File: config.mk
export PLATFORM = sky130hd
export DESIGN_NAME = asip_loader_flat
export DESIGN_NICKNAME = d
export VERILOG_FILES = /design/src/rtl/asip_loader_pkg.sv /design/src/rtl/asip_loader_if.sv /design/src/rtl/asip_loader_hdr_dec.sv /design/src/rtl/asip_loader.sv /design/src/flat_wrapper.sv
export SDC_FILE = /design/constraint.sdc
export NUM_CORES = 1
export LEC_CHECK = 0
export CAP_MARGIN = 10
export CORE_MARGIN = 1.5
export CORE_UTILIZATION = 25
export DETAILED_ROUTE_END_ITERATION = 7
export GPL_TIMING_DRIVEN = 0
export PLACE_DENSITY = 0.58
export SYNTH_ARGS = -nofsm -noshare
export SYNTH_HDL_FRONTEND = slang
export SYNTH_SLANG_ARGS = --single-unit
File: constraint.sdc
create_clock -name clk -period 5.3 [get_ports clk]
set_input_delay 1.06 -clock clk [delete_from_list [all_inputs] [get_ports clk]]
set_output_delay 1.06 -clock clk [all_outputs]
set_load 0.02 [all_outputs]
File: src/rtl/asip_loader_pkg.sv
// Shared definitions for the ASIP program/data loader: default widths,
// header field positions, opcode and FSM state encodings, decoded header.
package asip_loader_pkg;

    localparam int MEM_W_DEF     = 32;
    localparam int IMEMADDRW_DEF = 7;
    localparam int DMEMADDRW_DEF = 10;

    // Header word layout
    localparam int HDR_OP_HI   = 31;
    localparam int HDR_OP_LO   = 30;
    localparam int HDR_CNT_HI  = 29;
    localparam int HDR_CNT_LO  = 20;
    localparam int HDR_BASE_HI = 9;
    localparam int HDR_BASE_LO = 0;
    localparam int HDR_CNT_W   = HDR_CNT_HI - HDR_CNT_LO + 1;
    localparam int HDR_BASE_W  = HDR_BASE_HI - HDR_BASE_LO + 1;

    typedef enum logic [1:0] {
        OP_LD_IMEM = 2'b00,
        OP_LD_DMEM = 2'b01,
        OP_RUN     = 2'b10,
        OP_STOP    = 2'b11
    } op_e;

    // CHK only exists when the checksum feature is built in
    typedef enum logic [1:0] {
        ST_IDLE = 2'd0,
        ST_LOAD = 2'd1,
`ifdef LOADER_CHECKSUM_EN
        ST_CHK  = 2'd2,
`endif
        ST_RUN  = 2'd3
    } state_e;

    typedef struct packed {
        op_e                   op;
        logic [HDR_CNT_W-1:0]  cnt_m1;
        logic [HDR_BASE_W-1:0] base;
    } hdr_t;

endpackage

File: src/rtl/asip_loader_if.sv
// Host word stream into the loader: valid/ready handshake plus data word.
interface asip_loader_if
    import asip_loader_pkg::*;
#(
    parameter int MEM_W = MEM_W_DEF
);
    logic             h_valid;
    logic             h_ready;
    logic [MEM_W-1:0] h_data;

    modport master (output h_valid, output h_data, input h_ready);
    modport slave  (input h_valid, input h_data, output h_ready);
endinterface

File: src/rtl/asip_loader_hdr_dec.sv
// Combinational header decode: splits a host word into opcode, count-1, base.
module loader_hdr_dec
    import asip_loader_pkg::*;
(
    input  logic [31:0] word,
    output hdr_t        hdr
);
    // Bits between the count and base fields carry no meaning
    logic unused_gap;
    assign unused_gap = ^word[HDR_CNT_LO-1:HDR_BASE_HI+1];

    assign hdr.op     = op_e'(word[HDR_OP_HI:HDR_OP_LO]);
    assign hdr.cnt_m1 = word[HDR_CNT_HI:HDR_CNT_LO];
    assign hdr.base   = word[HDR_BASE_HI:HDR_BASE_LO];
endmodule

File: src/rtl/asip_loader.sv
// ASIP loader: takes a header/payload word stream from the host, writes the
// payload into instruction or data memory, and hands the memories to the
// core on a run header until a stop header arrives.
// Optional feature macro: LOADER_CHECKSUM_EN (running XOR of payload words,
// checked against one extra word after each load; mismatch sets sticky err).
module asip_loader
    import asip_loader_pkg::*;
#(
    parameter int MEM_W     = MEM_W_DEF,   // must be >= 32 (header is 32 bits)
    parameter int IMEMADDRW = IMEMADDRW_DEF,
    parameter int DMEMADDRW = DMEMADDRW_DEF
) (
    input  logic                 clk,
    input  logic                 reset_b,
    asip_loader_if.slave         host,
    output logic                 imem_we,
    output logic [IMEMADDRW-1:0] imem_addr,
    output logic                 dmem_we,
    output logic [DMEMADDRW-1:0] dmem_addr,
    output logic [MEM_W-1:0]     mem_din,
    output logic                 t_cs,
    output logic                 busy,
    output logic                 err
);
    // One address counter wide enough for either memory; each port takes
    // its low bits, which gives the modulo wrap for free.
    localparam int AW = (IMEMADDRW > DMEMADDRW) ? IMEMADDRW : DMEMADDRW;

    state_e               state;
    hdr_t                 hdr;
    logic                 ready_q;
    logic                 xfer;
    logic                 tgt_dmem;
    logic [AW-1:0]        addr_cnt;
    logic [HDR_CNT_W-1:0] rem;      // payload words left after the current one
    logic                 run_ok;

`ifdef LOADER_CHECKSUM_EN
    logic [MEM_W-1:0] csum;
    logic             err_q;
    assign err    = err_q;
    assign run_ok = ~err_q;
`else
    assign err    = 1'b0;
    assign run_ok = 1'b1;
`endif

    assign host.h_ready = ready_q;
    assign xfer         = host.h_valid & ready_q;

    loader_hdr_dec u_hdr_dec (
        .word (host.h_data[31:0]),
        .hdr  (hdr)
    );

    // Loader FSM: header handling, payload write sequencing, run/stop handover
    always_ff @(posedge clk or negedge reset_b) begin
        if (!reset_b) begin
            state     <= ST_IDLE;
            ready_q   <= 1'b0;
            imem_we   <= 1'b0;
            dmem_we   <= 1'b0;
            imem_addr <= '0;
            dmem_addr <= '0;
            mem_din   <= '0;
            t_cs      <= 1'b0;
            busy      <= 1'b0;
            tgt_dmem  <= 1'b0;
            addr_cnt  <= '0;
            rem       <= '0;
`ifdef LOADER_CHECKSUM_EN
            csum      <= '0;
            err_q     <= 1'b0;
`endif
        end else begin
            // Ready in every state once out of reset; strobes are single-cycle
            ready_q <= 1'b1;
            imem_we <= 1'b0;
            dmem_we <= 1'b0;

            case (state)
                ST_IDLE: begin
                    if (xfer) begin
                        if (hdr.op == OP_LD_IMEM || hdr.op == OP_LD_DMEM) begin
                            tgt_dmem <= (hdr.op == OP_LD_DMEM);
                            addr_cnt <= AW'(hdr.base);
                            rem      <= hdr.cnt_m1;
`ifdef LOADER_CHECKSUM_EN
                            csum     <= '0;
`endif
                            busy     <= 1'b1;
                            state    <= ST_LOAD;
                        end else if (hdr.op == OP_RUN && run_ok) begin
                            t_cs  <= 1'b1;
                            state <= ST_RUN;
                        end
                        // stop header (or refused run) is dropped
                    end
                end

                ST_LOAD: begin
                    if (xfer) begin
                        mem_din <= host.h_data;
                        if (tgt_dmem) begin
                            dmem_we   <= 1'b1;
                            dmem_addr <= addr_cnt[DMEMADDRW-1:0];
                        end else begin
                            imem_we   <= 1'b1;
                            imem_addr <= addr_cnt[IMEMADDRW-1:0];
                        end
                        addr_cnt <= addr_cnt + AW'(1);
                        rem      <= rem - HDR_CNT_W'(1);
`ifdef LOADER_CHECKSUM_EN
                        csum     <= csum ^ host.h_data;
                        if (rem == '0) begin
                            state <= ST_CHK;
                        end
`else
                        if (rem == '0) begin
                            busy  <= 1'b0;
                            state <= ST_IDLE;
                        end
`endif
                    end
                end

`ifdef LOADER_CHECKSUM_EN
                ST_CHK: begin
                    if (xfer) begin
                        if (host.h_data != csum) begin
                            err_q <= 1'b1;
                        end
                        busy  <= 1'b0;
                        state <= ST_IDLE;
                    end
                end
`endif

                ST_RUN: begin
                    // Core owns the memories; only a stop header matters
                    if (xfer && hdr.op == OP_STOP) begin
                        t_cs  <= 1'b0;
                        state <= ST_IDLE;
                    end
                end

                default: begin
                    busy  <= 1'b0;
                    t_cs  <= 1'b0;
                    state <= ST_IDLE;
                end
            endcase
        end
    end

endmodule

File: src/flat_wrapper.sv
// flat-port wrapper written by rule: the top's interface ports become plain ports
module asip_loader_flat import asip_loader_pkg::*;
#(
    parameter int MEM_W     = MEM_W_DEF,                                       
    parameter int IMEMADDRW = IMEMADDRW_DEF,
    parameter int DMEMADDRW = DMEMADDRW_DEF
)
  (clk, reset_b, imem_we, imem_addr, dmem_we, dmem_addr, mem_din, t_cs, busy, err, host_h_valid, host_h_data, host_h_ready);
  asip_loader_if #(.MEM_W(MEM_W)) host_i ();
  input  logic clk;
  input  logic reset_b;
  output logic imem_we;
  output logic [IMEMADDRW-1:0] imem_addr;
  output logic dmem_we;
  output logic [DMEMADDRW-1:0] dmem_addr;
  output logic [MEM_W-1:0] mem_din;
  output logic t_cs;
  output logic busy;
  output logic err;
  input wire logic [$bits(host_i.h_valid)-1:0] host_h_valid;
  input wire logic [$bits(host_i.h_data)-1:0] host_h_data;
  output wire logic [$bits(host_i.h_ready)-1:0] host_h_ready;
  assign host_i.h_valid = host_h_valid;
  assign host_i.h_data = host_h_data;
  assign host_h_ready = host_i.h_ready;
  asip_loader #(.MEM_W(MEM_W), .IMEMADDRW(IMEMADDRW), .DMEMADDRW(DMEMADDRW)) u_core (.clk(clk), .reset_b(reset_b), .host(host_i), .imem_we(imem_we), .imem_addr(imem_addr), .dmem_we(dmem_we), .dmem_addr(dmem_addr), .mem_din(mem_din), .t_cs(t_cs), .busy(busy), .err(err));
endmodule
==> impl_metrics.yaml <==
drt:
  ant_nets: 0
  vias: 2649
  drt-total-wl_mm: 8.66
  drt-vias-per-instance: 4.66
  avgRoutedWirePerCell_um: 15.2
  drt_pass1_iterations: 4
  drc: 0
  drtIter0Drc: 115
power_and_ir_drop:
  p_leak_nw: 1.99
  clkPwrFrac_pct: 39.0
  switchingPower_w: 0.000460
  power_density_nw_per_um2: 356
  combPwrFrac_pct: 19.3
  switching_share_pct: 26.8
  ir_drop_mv: 0.192
  p_seq_share_pct: 41.7
  finalPower_w: 0.00171
  p_int_w: 0.00125
synthesis:
  synth_seq_area_share_pct: 57.2
  syn_inst: 287
  yosys_most_used_dff: "dfrtp_1"
  yosys.area.top_type: "dfrtp_1"
  syn_avg_cell_area_um2: 11.7
  synth_edf_count: 0
  yosys-top-cells-area: "dfrtp_1 57%, mux2_1 13%, a21oi_1 3.3%, mux2_2 3.0%, o21ai_0 2.5%"
  async_flop_share_pct: 100
  syn_nets: 324
  syn_area_um2: 3370
  yosysWarnings: 0
  synth_top_area_share_pct: 57.2
  ys_types: 45
  synth-seq-cells: 77
sta:
  post-route-period-util_pct: 54.2
  worst-slew-pin-transition_ns: 0.539
  finClkSkew_ns: 0.00881
  setup_ws_ns: 2.43
  rsz0062_at_grt: "no"
  hold_violations: 0
  clock.fmax_mhz: 348
  finalMaxSlewViolations: 0
  finalSetupViolations: 0
  hold_ws_ns: 0.487
  tns_ns: 0
  final.min_clock_period_ns: 2.87
  relSlewSlack_pct: 64.1
cells_and_area:
  layout.nets: 424
  layoutNonFillerInstCount: 568
  syn2layout_area_growth_pct: 43.1
  diodes: 0
  drive_gt1_share_pct: 9.69
critical_path:
  cp_top_family: "buffers and inverters"
  critical_path_class: "input pin to flop"
  path_max_fanout: 10
  end_kind: "flop"
  crit_slowest_cell: "clkdlybuf4s50_1"
  start_kind: "input pin"
  crit_required_ns: 5.52
  path_cells: "clkdlybuf4s50_1 > nand3b_1 > a21oi_1 > nand3_1 > buf_2 > mux2_1"
  reg2reg_slack_ns: 3.09
  arrival_ns: 3.10
  crit_buf_inv: 2
  cpPeakStageDelay_ns: 0.54
cts:
  htree_levels: 3
  path_clk_slew_ns: 0.06
  clock-root-buffer: "clkbuf_16"
  cts_sinks: 77
  clkLatencyLatePin_ns: 0.34
  cts_buffers: 9
  cts_tree: "yes"
  clock_path_buffers: 2
  ctsResizeCount: 0
  post-cts-setup-buffers: 0
  postCtsHoldBufs: 0
floorplan:
  floorplan.io_pins: 90
  start_util_pct: 25.5
  core-area_um2: 13200
  dieArea_um2: 14200
  die_w_um: 119
  fp-row-count: 42
  die-height_um: 119
placed_design:
  dp_slack_ns: 2.09
  gp_congestion: 0.833
  dp_hpwl_mm: 6.35
  port_buffers: 88
  numPlacedInstances: 552
global_route:
  grt_pass1_vias: 2718
  busiest_layer: "met2"
  overflow: 0
  grt_usage_pct: 13.0
  met3_usage_pct: 4.79
  grt_max_degree: 68
  grt_use_met2_pct: 21.1
  grt_util_met1_pct: 15.8
  grt_pass1_wl_mm: 14.2
  antenna_found_initial: 0
hold_path:
  hp-class: "flop to flop"
flow_run:
  maxCapViolCount: 0
run_status:
  status: "finished clean"
[worst paths after layout]
kind,startpoint,end,depth (start not counted)
setup / recovery,host_h_valid,u_core.dmem_addr[7],6
hold / removal,u_core.dmem_addr[5],u_core.dmem_addr[5],1
min in group asynchronous,reset_b,u_core.imem_we,1
hold reg to reg,u_core.dmem_addr[5],u_core.dmem_addr[5],1
max in group asynchronous,reset_b,u_core.mem_din[5],2
setup reg to reg,u_core.state[1],u_core.imem_addr[4],5
[cell families after synthesis]
family / share of synthesized area (%)
flops: 57.2
fa+ha+maj: 0.743
simple gates: 10.8
buf+inv: 2.68
other cells: 0.223
compound gates: 11.3
mux: 17.0
[layout make-up]
| type | instances | area [µm²] |
|---|---|---|
| buffer | 15 | 67.6 |
| clock buffer | 11 | 243 |
| clock inverter | 5 | 83.8 |
| fill | 1348 | 8370 |
| inverter | 6 | 22.5 |
| multi-input combinational | 189 | 1350 |
| sequential | 77 | 1930 |
| tap | 176 | 220 |
| timing repair buffer | 89 | 906 |
[flip-flops by register name, indices dropped and copies added, names as in the netlist]
name / flops
u_core.t_cs: 1
u_core.host.h_ready: 1
u_core.imem_we: 1
u_core.tgt_dmem: 1
u_core.state: 2
u_core.dmem_we: 1
u_core.mem_din: 32
u_core.addr_cnt: 10
u_core.imem_addr: 7
u_core.busy: 1
u_core.dmem_addr: 10
u_core.rem: 10
[power by group through the flow]
stage	clock (W)	sequential [W]	combinational, W
6_report	0.000669	0.000715	0.000331
5_1_grt	0.000716	0.000726	0.000360
4_1_cts	0.000687	0.000716	0.000335
3_5_place_dp	0	0.000727	0.000334
3_3_place_gp	0	0.000722	0.000328
2_1_floorplan	0	0.000771	0.000114
[synth_stat cells, types with 3 or more instances]
cell type  number
a31oi_1         4
nand2b_1        4
nor2_1         10
mux2_2          9
a21oi_1        22
nand3_1        13
o21ai_0        17
or4_1           4
dfrtp_1        77
nand4_1         3
buf_2           6
nand2_1        19
clkbuf_1        8
o22ai_1         8
mux2_1         40
inv_1           5
[through the flow]
stage          instance area (µm²)  util [%]
2_1_floorplan                 3370         -
3_3_place_gp                  4470      33.9
3_5_place_dp                  4490      34.1
4_1_cts                       4820      36.5
5_1_grt                       4820      36.5
6_report                      4820      36.5
[cell usage in the layout (no fill, tap or decap), types with 2 or more instances in the layout]
| cell type | instances |
|---|---|
| clkbuf_1 | 9 |
| nand4_1 | 3 |
| or3_1 | 2 |
| a31oi_1 | 4 |
| clkbuf_16 | 9 |
| nand2_1 | 19 |
| nand2b_1 | 4 |
| mux2_1 | 40 |
| o32ai_1 | 2 |
| o31ai_1 | 2 |
| clkdlybuf4s50_1 | 87 |
| nand3_1 | 13 |
| mux2i_1 | 2 |
| dfrtp_1 | 77 |
| nor4_1 | 2 |
| o22ai_1 | 8 |
| or4_1 | 4 |
| ha_1 | 2 |
| a21oi_1 | 22 |
| mux2_2 | 9 |
| nor3_1 | 2 |
| nor2_1 | 10 |
| inv_1 | 5 |
| or4_4 | 2 |
| o21ai_0 | 17 |
| conb_1 | 2 |
| clkinvlp_4 | 2 |
| buf_4 | 2 |
| buf_2 | 6 |
| bufinv_16 | 2 |
[worst register-to-register path, cell delays in order (launching register included)]
cell and delay, ns:
dfrtp_1 0.45, nor2b_1 0.15, buf_2 0.23, nand3_1 0.37, nor2_2 0.50, mux2_2 0.39
[routing by layer]
| layer | wire (µm) | vias to the layer above |
|---|---|---|
| li1 | - | 1253 |
| met1 | 3730 | 1295 |
| met2 | 4260 | 88 |
| met3 | 526 | 13 |
| met4 | 136 | 0 |
| met5 | 0 | - |
No activity file was read; power rests on OpenSTA's default activity.
